===== config.mk =====
export PLATFORM = sky130hd
export DESIGN_NAME = sw_stream_driver
export DESIGN_NICKNAME = d
export VERILOG_FILES = /design/src/rtl/sw_stream_driver.sv
export SDC_FILE = /design/constraint.sdc
export NUM_CORES = 1
export LEC_CHECK = 0
export BUFFER_PORTS_ARGS = -buffer_cell sky130_fd_sc_hd__buf_2
export CAP_MARGIN = 40
export CORE_ASPECT_RATIO = 1.2
export CORE_MARGIN = 1.5
export CORE_UTILIZATION = 55
export CTS_CLUSTER_SIZE = 14
export DETAILED_ROUTE_END_ITERATION = 8
export GPL_ROUTABILITY_DRIVEN = 1
export PLACE_DENSITY = 0.77
export RECOVER_POWER = 100
export SLEW_MARGIN = 10
export SYNTH_ARGS = -nofsm -noshare
export SYNTH_HDL_FRONTEND = slang
export SYNTH_SLANG_ARGS = --single-unit

===== constraint.sdc =====
create_clock -name clk -period 2.4 [get_ports clk]
set_input_delay 0.36 -clock clk [delete_from_list [all_inputs] [get_ports clk]]
set_output_delay 0.36 -clock clk [all_outputs]
set_load 0.01 [all_outputs]

===== src/rtl/sw_stream_driver.sv =====
// sw_stream_driver
//
// Transmit-side companion of the Smith-Waterman array. A host loads a
// reference sequence and a query sequence (2-bit base codes) while the
// driver is idle. On start the driver streams LEN_REF contiguous beats to
// the array, waits for the array's finish pulse (bounded by TIMEOUT cycles),
// captures the array's result and presents it with a one-cycle done pulse.
//
// Ports:
//   clk, reset           clock, synchronous active-high reset
//   wr_en/wr_sel/        host write port: wr_sel 0 = reference, 1 = query;
//   wr_addr/wr_data      accepted only while idle
//   start                level-sampled transfer request (idle only)
//   busy                 high whenever not idle
//   valid/data_ref/      beat stream to the array (data_query is 0 past
//   data_query           the end of the query)
//   finish/max/          result handshake from the array (WAIT only)
//   pos_ref/pos_query
//   done                 one-cycle pulse when the result is presented
//   timeout, res_*       result registers, held until the next start
//
// All outputs are registered. Sequence memories are not cleared by reset.

module sw_stream_driver #(
    parameter int WIDTH_SCORE     = 8,
    parameter int WIDTH_POS_REF   = 7,
    parameter int WIDTH_POS_QUERY = 6,
    parameter int LEN_REF         = 64,
    parameter int LEN_QUERY       = 48,
    parameter int TIMEOUT         = 4095
) (
    input  logic                       clk,
    input  logic                       reset,
    input  logic                       wr_en,
    input  logic                       wr_sel,
    input  logic [5:0]                 wr_addr,
    input  logic [1:0]                 wr_data,
    input  logic                       start,
    output logic                       busy,
    output logic                       valid,
    output logic [1:0]                 data_ref,
    output logic [1:0]                 data_query,
    input  logic                       finish,
    input  logic [WIDTH_SCORE-1:0]     max,
    input  logic [WIDTH_POS_REF-1:0]   pos_ref,
    input  logic [WIDTH_POS_QUERY-1:0] pos_query,
    output logic                       done,
    output logic                       timeout,
    output logic [WIDTH_SCORE-1:0]     res_max,
    output logic [WIDTH_POS_REF-1:0]   res_pos_ref,
    output logic [WIDTH_POS_QUERY-1:0] res_pos_query
);

    localparam int BW = $clog2(LEN_REF);    // beat index width
    localparam int QW = $clog2(LEN_QUERY);  // query address width

    localparam logic [BW-1:0] LAST_BEAT = BW'(LEN_REF - 1);
    localparam logic [BW:0]   QRY_N     = (BW + 1)'(LEN_QUERY);
    localparam logic [6:0]    REF_N7    = 7'(LEN_REF);
    localparam logic [6:0]    QRY_N7    = 7'(LEN_QUERY);
    localparam logic [11:0]   WAIT_LAST = 12'(TIMEOUT - 1);

    typedef enum logic [1:0] {
        IDLE = 2'd0,
        SEND = 2'd1,
        WAIT = 2'd2,
        DONE = 2'd3
    } state_t;

    state_t state, state_d;

    logic [BW-1:0] beat, beat_d;   // index of the beat currently on the bus
    logic [11:0]   wcnt, wcnt_d;

    logic                       valid_d, done_d, busy_d, timeout_d;
    logic [1:0]                 data_ref_d, data_query_d;
    logic [WIDTH_SCORE-1:0]     res_max_d;
    logic [WIDTH_POS_REF-1:0]   res_pos_ref_d;
    logic [WIDTH_POS_QUERY-1:0] res_pos_query_d;

    logic [1:0] ref_mem   [LEN_REF];
    logic [1:0] query_mem [LEN_QUERY];

    // ------------------------------------------------------------------
    // Sequence storage: host writes land only while idle, so the stream
    // can never see a base change mid-transfer.
    // ------------------------------------------------------------------
    always_ff @(posedge clk) begin
        if (state == IDLE && wr_en) begin
            if (!wr_sel) begin
                if ({1'b0, wr_addr} < REF_N7)
                    ref_mem[wr_addr[BW-1:0]] <= wr_data;
            end else begin
                if ({1'b0, wr_addr} < QRY_N7)
                    query_mem[wr_addr[QW-1:0]] <= wr_data;
            end
        end
    end

    // Read address for the beat that will be on the bus next cycle:
    // beat 0 when launching from IDLE, otherwise the following beat.
    logic [BW-1:0] rd_idx;
    logic [1:0]    rd_ref, rd_qry;

    always_comb begin
        rd_idx = (state == IDLE) ? '0 : beat + 1'b1;
        rd_ref = ref_mem[rd_idx];
        rd_qry = 2'b00;
        // Reference is longer than the query; pad the tail with 0.
        if ({1'b0, rd_idx} < QRY_N)
            rd_qry = query_mem[rd_idx[QW-1:0]];
    end

    // ------------------------------------------------------------------
    // Next-state and next-output logic. Every output is the registered
    // copy of its _d value, so beat k shows up the cycle after the edge
    // that decided it.
    // ------------------------------------------------------------------
    always_comb begin
        state_d         = state;
        beat_d          = beat;
        wcnt_d          = wcnt;
        valid_d         = 1'b0;
        data_ref_d      = 2'b00;
        data_query_d    = 2'b00;
        done_d          = 1'b0;
        busy_d          = busy;
        timeout_d       = timeout;
        res_max_d       = res_max;
        res_pos_ref_d   = res_pos_ref;
        res_pos_query_d = res_pos_query;

        case (state)
            IDLE: begin
                if (start) begin
                    state_d         = SEND;
                    beat_d          = '0;
                    valid_d         = 1'b1;
                    data_ref_d      = rd_ref;
                    data_query_d    = rd_qry;
                    busy_d          = 1'b1;
                    timeout_d       = 1'b0;
                    res_max_d       = '0;
                    res_pos_ref_d   = '0;
                    res_pos_query_d = '0;
                end
            end

            SEND: begin
                if (beat == LAST_BEAT) begin
                    state_d = WAIT;
                    wcnt_d  = '0;
                end else begin
                    beat_d       = beat + 1'b1;
                    valid_d      = 1'b1;
                    data_ref_d   = rd_ref;
                    data_query_d = rd_qry;
                end
            end

            WAIT: begin
                wcnt_d = wcnt + 1'b1;
                // finish wins over an expiring timeout in the same cycle
                if (finish) begin
                    state_d         = DONE;
                    done_d          = 1'b1;
                    timeout_d       = 1'b0;
                    res_max_d       = max;
                    res_pos_ref_d   = pos_ref;
                    res_pos_query_d = pos_query;
                end else if (wcnt == WAIT_LAST) begin
                    state_d         = DONE;
                    done_d          = 1'b1;
                    timeout_d       = 1'b1;
                    res_max_d       = '0;
                    res_pos_ref_d   = '0;
                    res_pos_query_d = '0;
                end
            end

            DONE: begin
                state_d = IDLE;
                busy_d  = 1'b0;
            end

            default: begin
                state_d = IDLE;
                busy_d  = 1'b0;
            end
        endcase
    end

    always_ff @(posedge clk) begin
        if (reset) begin
            state         <= IDLE;
            beat          <= '0;
            wcnt          <= '0;
            valid         <= 1'b0;
            data_ref      <= 2'b00;
            data_query    <= 2'b00;
            done          <= 1'b0;
            busy          <= 1'b0;
            timeout       <= 1'b0;
            res_max       <= '0;
            res_pos_ref   <= '0;
            res_pos_query <= '0;
        end else begin
            state         <= state_d;
            beat          <= beat_d;
            wcnt          <= wcnt_d;
            valid         <= valid_d;
            data_ref      <= data_ref_d;
            data_query    <= data_query_d;
            done          <= done_d;
            busy          <= busy_d;
            timeout       <= timeout_d;
            res_max       <= res_max_d;
            res_pos_ref   <= res_pos_ref_d;
            res_pos_query <= res_pos_query_d;
        end
    end

endmodule


==> PnR_summary.wiki <==
{| class="wikitable"
! Metric !! Value
|-
| Run status || complete, but fails checks
|-
| Violations in the final reports || max-capacitance violations, max-slew violations
|-
| Fin crit share || 97.5%
|-
| Final sum of negative setup slack || 0 ns
|-
| RePlAce Congestion || 0.896
|-
| Total count of hold-check failures in the final report || 0
|-
| Average via count per standard cell || 6.22
|-
| Min-Delay Startpoint || pos_ref[0]
|-
| FP Rows || 58
|-
| Leakage || 4.47 nW
|-
| Slew at the pin with the worst max-slew slack || 2.09 ns
|-
| Dominant register cell in the synthesized netlist || sky130_fd_sc_hd__edfxtp_1
|-
| Clock Pin Slew Worst Setup and Hold Paths || 0.06 ns
|-
| Startpoint type of the worst setup path || flop
|-
| CP required || 2.63 ns
|-
| Yosys warning count || 0
|-
| Total gr overflow || 0
|-
| Async set-reset flop share out of synthesis || 0%
|-
| Synthesis-to-layout area growth || 14.4%
|-
| Total number of vias || 8440
|-
| Antenna viol nets, final || 0
|-
| Sinks on the clock net || 273
|-
| Setup violators final || 0
|-
| Maximum capacitance violations || 2
|-
| Worst-case register-to-register setup slack || 0.06 ns
|-
| Arr. time, crit path || 2.57 ns
|-
| Mapped Nets || 1026
|-
| Multi-input combinational cell area || 0.00396 sq mm
|-
| Gate Count Post-Synth || 984
|-
| GRT Util Overall || 25.3%
|-
| Synth top cells by count || 224 x sky130_fd_sc_hd__edfxtp_1, 151 x sky130_fd_sc_hd__nor2_1, 81 x sky130_fd_sc_hd__nand2_1
|-
| Worst Clk Skew || 0.0282 ns
|-
| Total of fill cells in the finished design || 1594
|-
| Area occupied by registers || 0.00771 sq mm
|-
| Reg2reg start || state[0]$_SDFFE_PP0P_
|-
| Vias in the first global route || 8188
|-
| Instance count after placement with tap cells included || 1305
|-
| Synth area leaders || sky130_fd_sc_hd__edfxtp_1 56%, sky130_fd_sc_hd__dfxtp_1 8.2%, sky130_fd_sc_hd__nor2_1 4.7%
|-
| Clock buffers created by TritonCTS || 27
|-
| Largest buffer count on any clock path || 3
|-
| Most frequent cell after synthesis || sky130_fd_sc_hd__edfxtp_1
|-
| Final wirelength || 28400 microns
|-
| Pin count of the biggest net entering global routing || 113
|-
| Wire length of the first global-routing pass || 43700 microns
|-
| Die area || 0.0227 sq mm
|-
| Final Critical Period || 2.34 ns
|-
| Number of enable flip-flop cells after synthesis || 224
|-
| Tightest slew margin relative to the limit || -39.4%
|-
| Register area share after synthesis || 64.4%
|-
| Vertical extent of the die || 165 microns
|-
| Fmax achieved || 427 MHz
|-
| DRT Pass-1 Iters || 6
|-
| Register-to-Register Path Depth || 7
|-
| Placeable core region || 0.0211 sq mm
|-
| Initial standard-cell utilization of the core || 56.7%
|-
| Io pins || 64
|-
| Clock tree from TritonCTS || done
|-
| RSZ-0062 raised after global routing || true
|-
| Average footprint of a synthesized cell || 12.2 sq um
|-
| Portion of synthesized cell area occupied by the leading cell type || 56.2%
|-
| Critical Path Source || state[0]$_SDFFE_PP0P_
|-
| Root buf cell || sky130_fd_sc_hd__clkbuf_16
|-
| Number of antenna repair diodes || 0
|-
| Antenna violations before repair || 0
|-
| Final #Nets || 1108
|-
| Power density over the cells || 906 mW/mm^2
|-
| Largest fanout on the critical path || 11
|-
| Count of unresolved DRC violations after routing || 0
|-
| Skew-Pair Late Insertion Delay || 0.55 ns
|-
| Synth unique cells || 73
|-
| Drt initial violations || 960
|-
| Cell Count, Final, Fillers Out || 1357
|-
| Final number of max-transition violations || 226
|-
| Layout cells sized above 1 || 20.0%
|-
| End-of-flow core utilization || 64.8%
|-
| HPWL after DPL || 18000 microns
|-
| Worst IR drop on VDD || 0.000682 V
|-
| Drt wl/cell || 21.0 microns
|-
| Number of synthesized register bits || 273
|-
| Port Buffer Count || 63
|-
| Tightest Hold Check Type || in2reg
|-
| Synthesized cell area || 0.0120 sq mm
|-
| Largest area contributor in the netlist || sky130_fd_sc_hd__edfxtp_1
|-
| Setup crit end kind || flop
|-
| Worst R2R End || ref_mem[49][1]$_DFFE_PP_
|-
| Max H-tree Level || 1
|-
| Setup crit end || ref_mem[49][1]$_DFFE_PP_
|-
| Width of the die || 138 microns
|-
| Path type of the worst setup path || reg2reg
|}
==> sequential cells by signal, summed over array words and instances (netlist names) <==
name           cells
ref_mem          128
query_mem         96
wcnt              12
res_max            8
res_pos_ref        7
beat               6
res_pos_query      6
data_query         2
data_ref           2
state              2
busy               1
done               1
timeout            1
valid              1
==> critical path: stages, from the launching register on <==
cell and delay, ns:
sky130_fd_sc_hd__dfxtp_1 0.31, sky130_fd_sc_hd__inv_1 0.12, sky130_fd_sc_hd__ha_4 0.19, sky130_fd_sc_hd__buf_4 0.19, sky130_fd_sc_hd__nand2_1 0.10, sky130_fd_sc_hd__nor2_1 0.34
sky130_fd_sc_hd__nand2_1 0.45, sky130_fd_sc_hd__nor2_1 0.34
==> logic make-up after synthesis <==
family / synth area share, %
buffers and inverters: 3.25
XOR/XNOR: 1.36
flip-flops: 64.4
AND/OR/NAND/NOR: 13.3
multiplexers: 5.57
adder cells (fa/ha/maj): 0.732
AO/OA/AOI/OAI: 11.4
==> routing by layer <==
layer | track usage, % | share of wire, % | vias to the layer above | wire (microns)
met5 | 0 | 0 | - | 0
met4 | 10.6 | 4.0 | 0 | 1150
met1 | 33.3 | 41 | 4078 | 11500
li1 | - | - | 3859 | -
met2 | 41.8 | 48 | 412 | 13600
met3 | 4.11 | 7.6 | 91 | 2150
==> timing repair <==
item | CTS | global route
buffers inserted | 2 | 0
setup endpoints to repair | 2 | 118
pin swaps | 1 | 1
gates cloned | 0 | 0
hold buffers | 0 | 0
gates resized for setup | 6 | 18
==> per-stage QoR <==
stage | hold slack [ns] | setup WS, ns | instance area (sq um) | power, W
2_1_floorplan | 0.459 | 0.144 | 12000 | 0.00736
3_3_place_gp | 0.434 | -0.0270 | 12800 | 0.00838
3_5_place_dp | 0.441 | -0.0299 | 12800 | 0.00842
4_1_cts | 0.0683 | 0.0255 | 13600 | 0.0123
5_1_grt | 0.0846 | -0.107 | 13700 | 0.0129
6_report | 0.0736 | 0.0592 | 13700 | 0.0124
==> how the worst min path moves through the flow <==
stage | to | slack, ns | depth (start not counted)
after global routing | res_max[4]$_SDFFE_PP0P_ | 0.08 | 3
after global placement | res_pos_query[4]$_SDFFE_PP0P_ | 0.43 | 2
final | res_pos_ref[0]$_SDFFE_PP0P_ | 0.07 | 3
after detailed placement | res_pos_ref[0]$_SDFFE_PP0P_ | 0.44 | 2
after CTS | res_pos_ref[0]$_SDFFE_PP0P_ | 0.07 | 3
after floorplan | query_mem[0][0]$_DFFE_PP_ | 0.46 | 0
==> final cells by class <==
| class | instances | area share, % |
|---|---|---|
| Clock inverter | 5 | 0.210 |
| Clock buffer | 45 | 5.68 |
| Tap cell | 270 | 2.47 |
| Timing Repair Buffer | 124 | 6.11 |
| Multi-Input combinational cell | 628 | 28.9 |
| Inverter | 12 | 0.329 |
| Sequential cell | 273 | 56.3 |
==> power by group <==
group | switching, W | internal (W) | total (W)
combinational | 0.00197 | 0.00126 | 0.00323
clock | 0.00170 | 0.00220 | 0.00391
sequential | 0.0000481 | 0.00522 | 0.00526
==> placed cells by master, fill, tap and decap left out, drive strengths merged, types with 21 or more instances in the layout <==
master,n
mux2i,34
a21oi,51
nand3,43
nor2,152
edfxtp,224
o22ai,33
mux2,21
buf,122
dfxtp,49
clkbuf,47
o21ai,22
nand2,82
(Power assumes the default switching activity.)
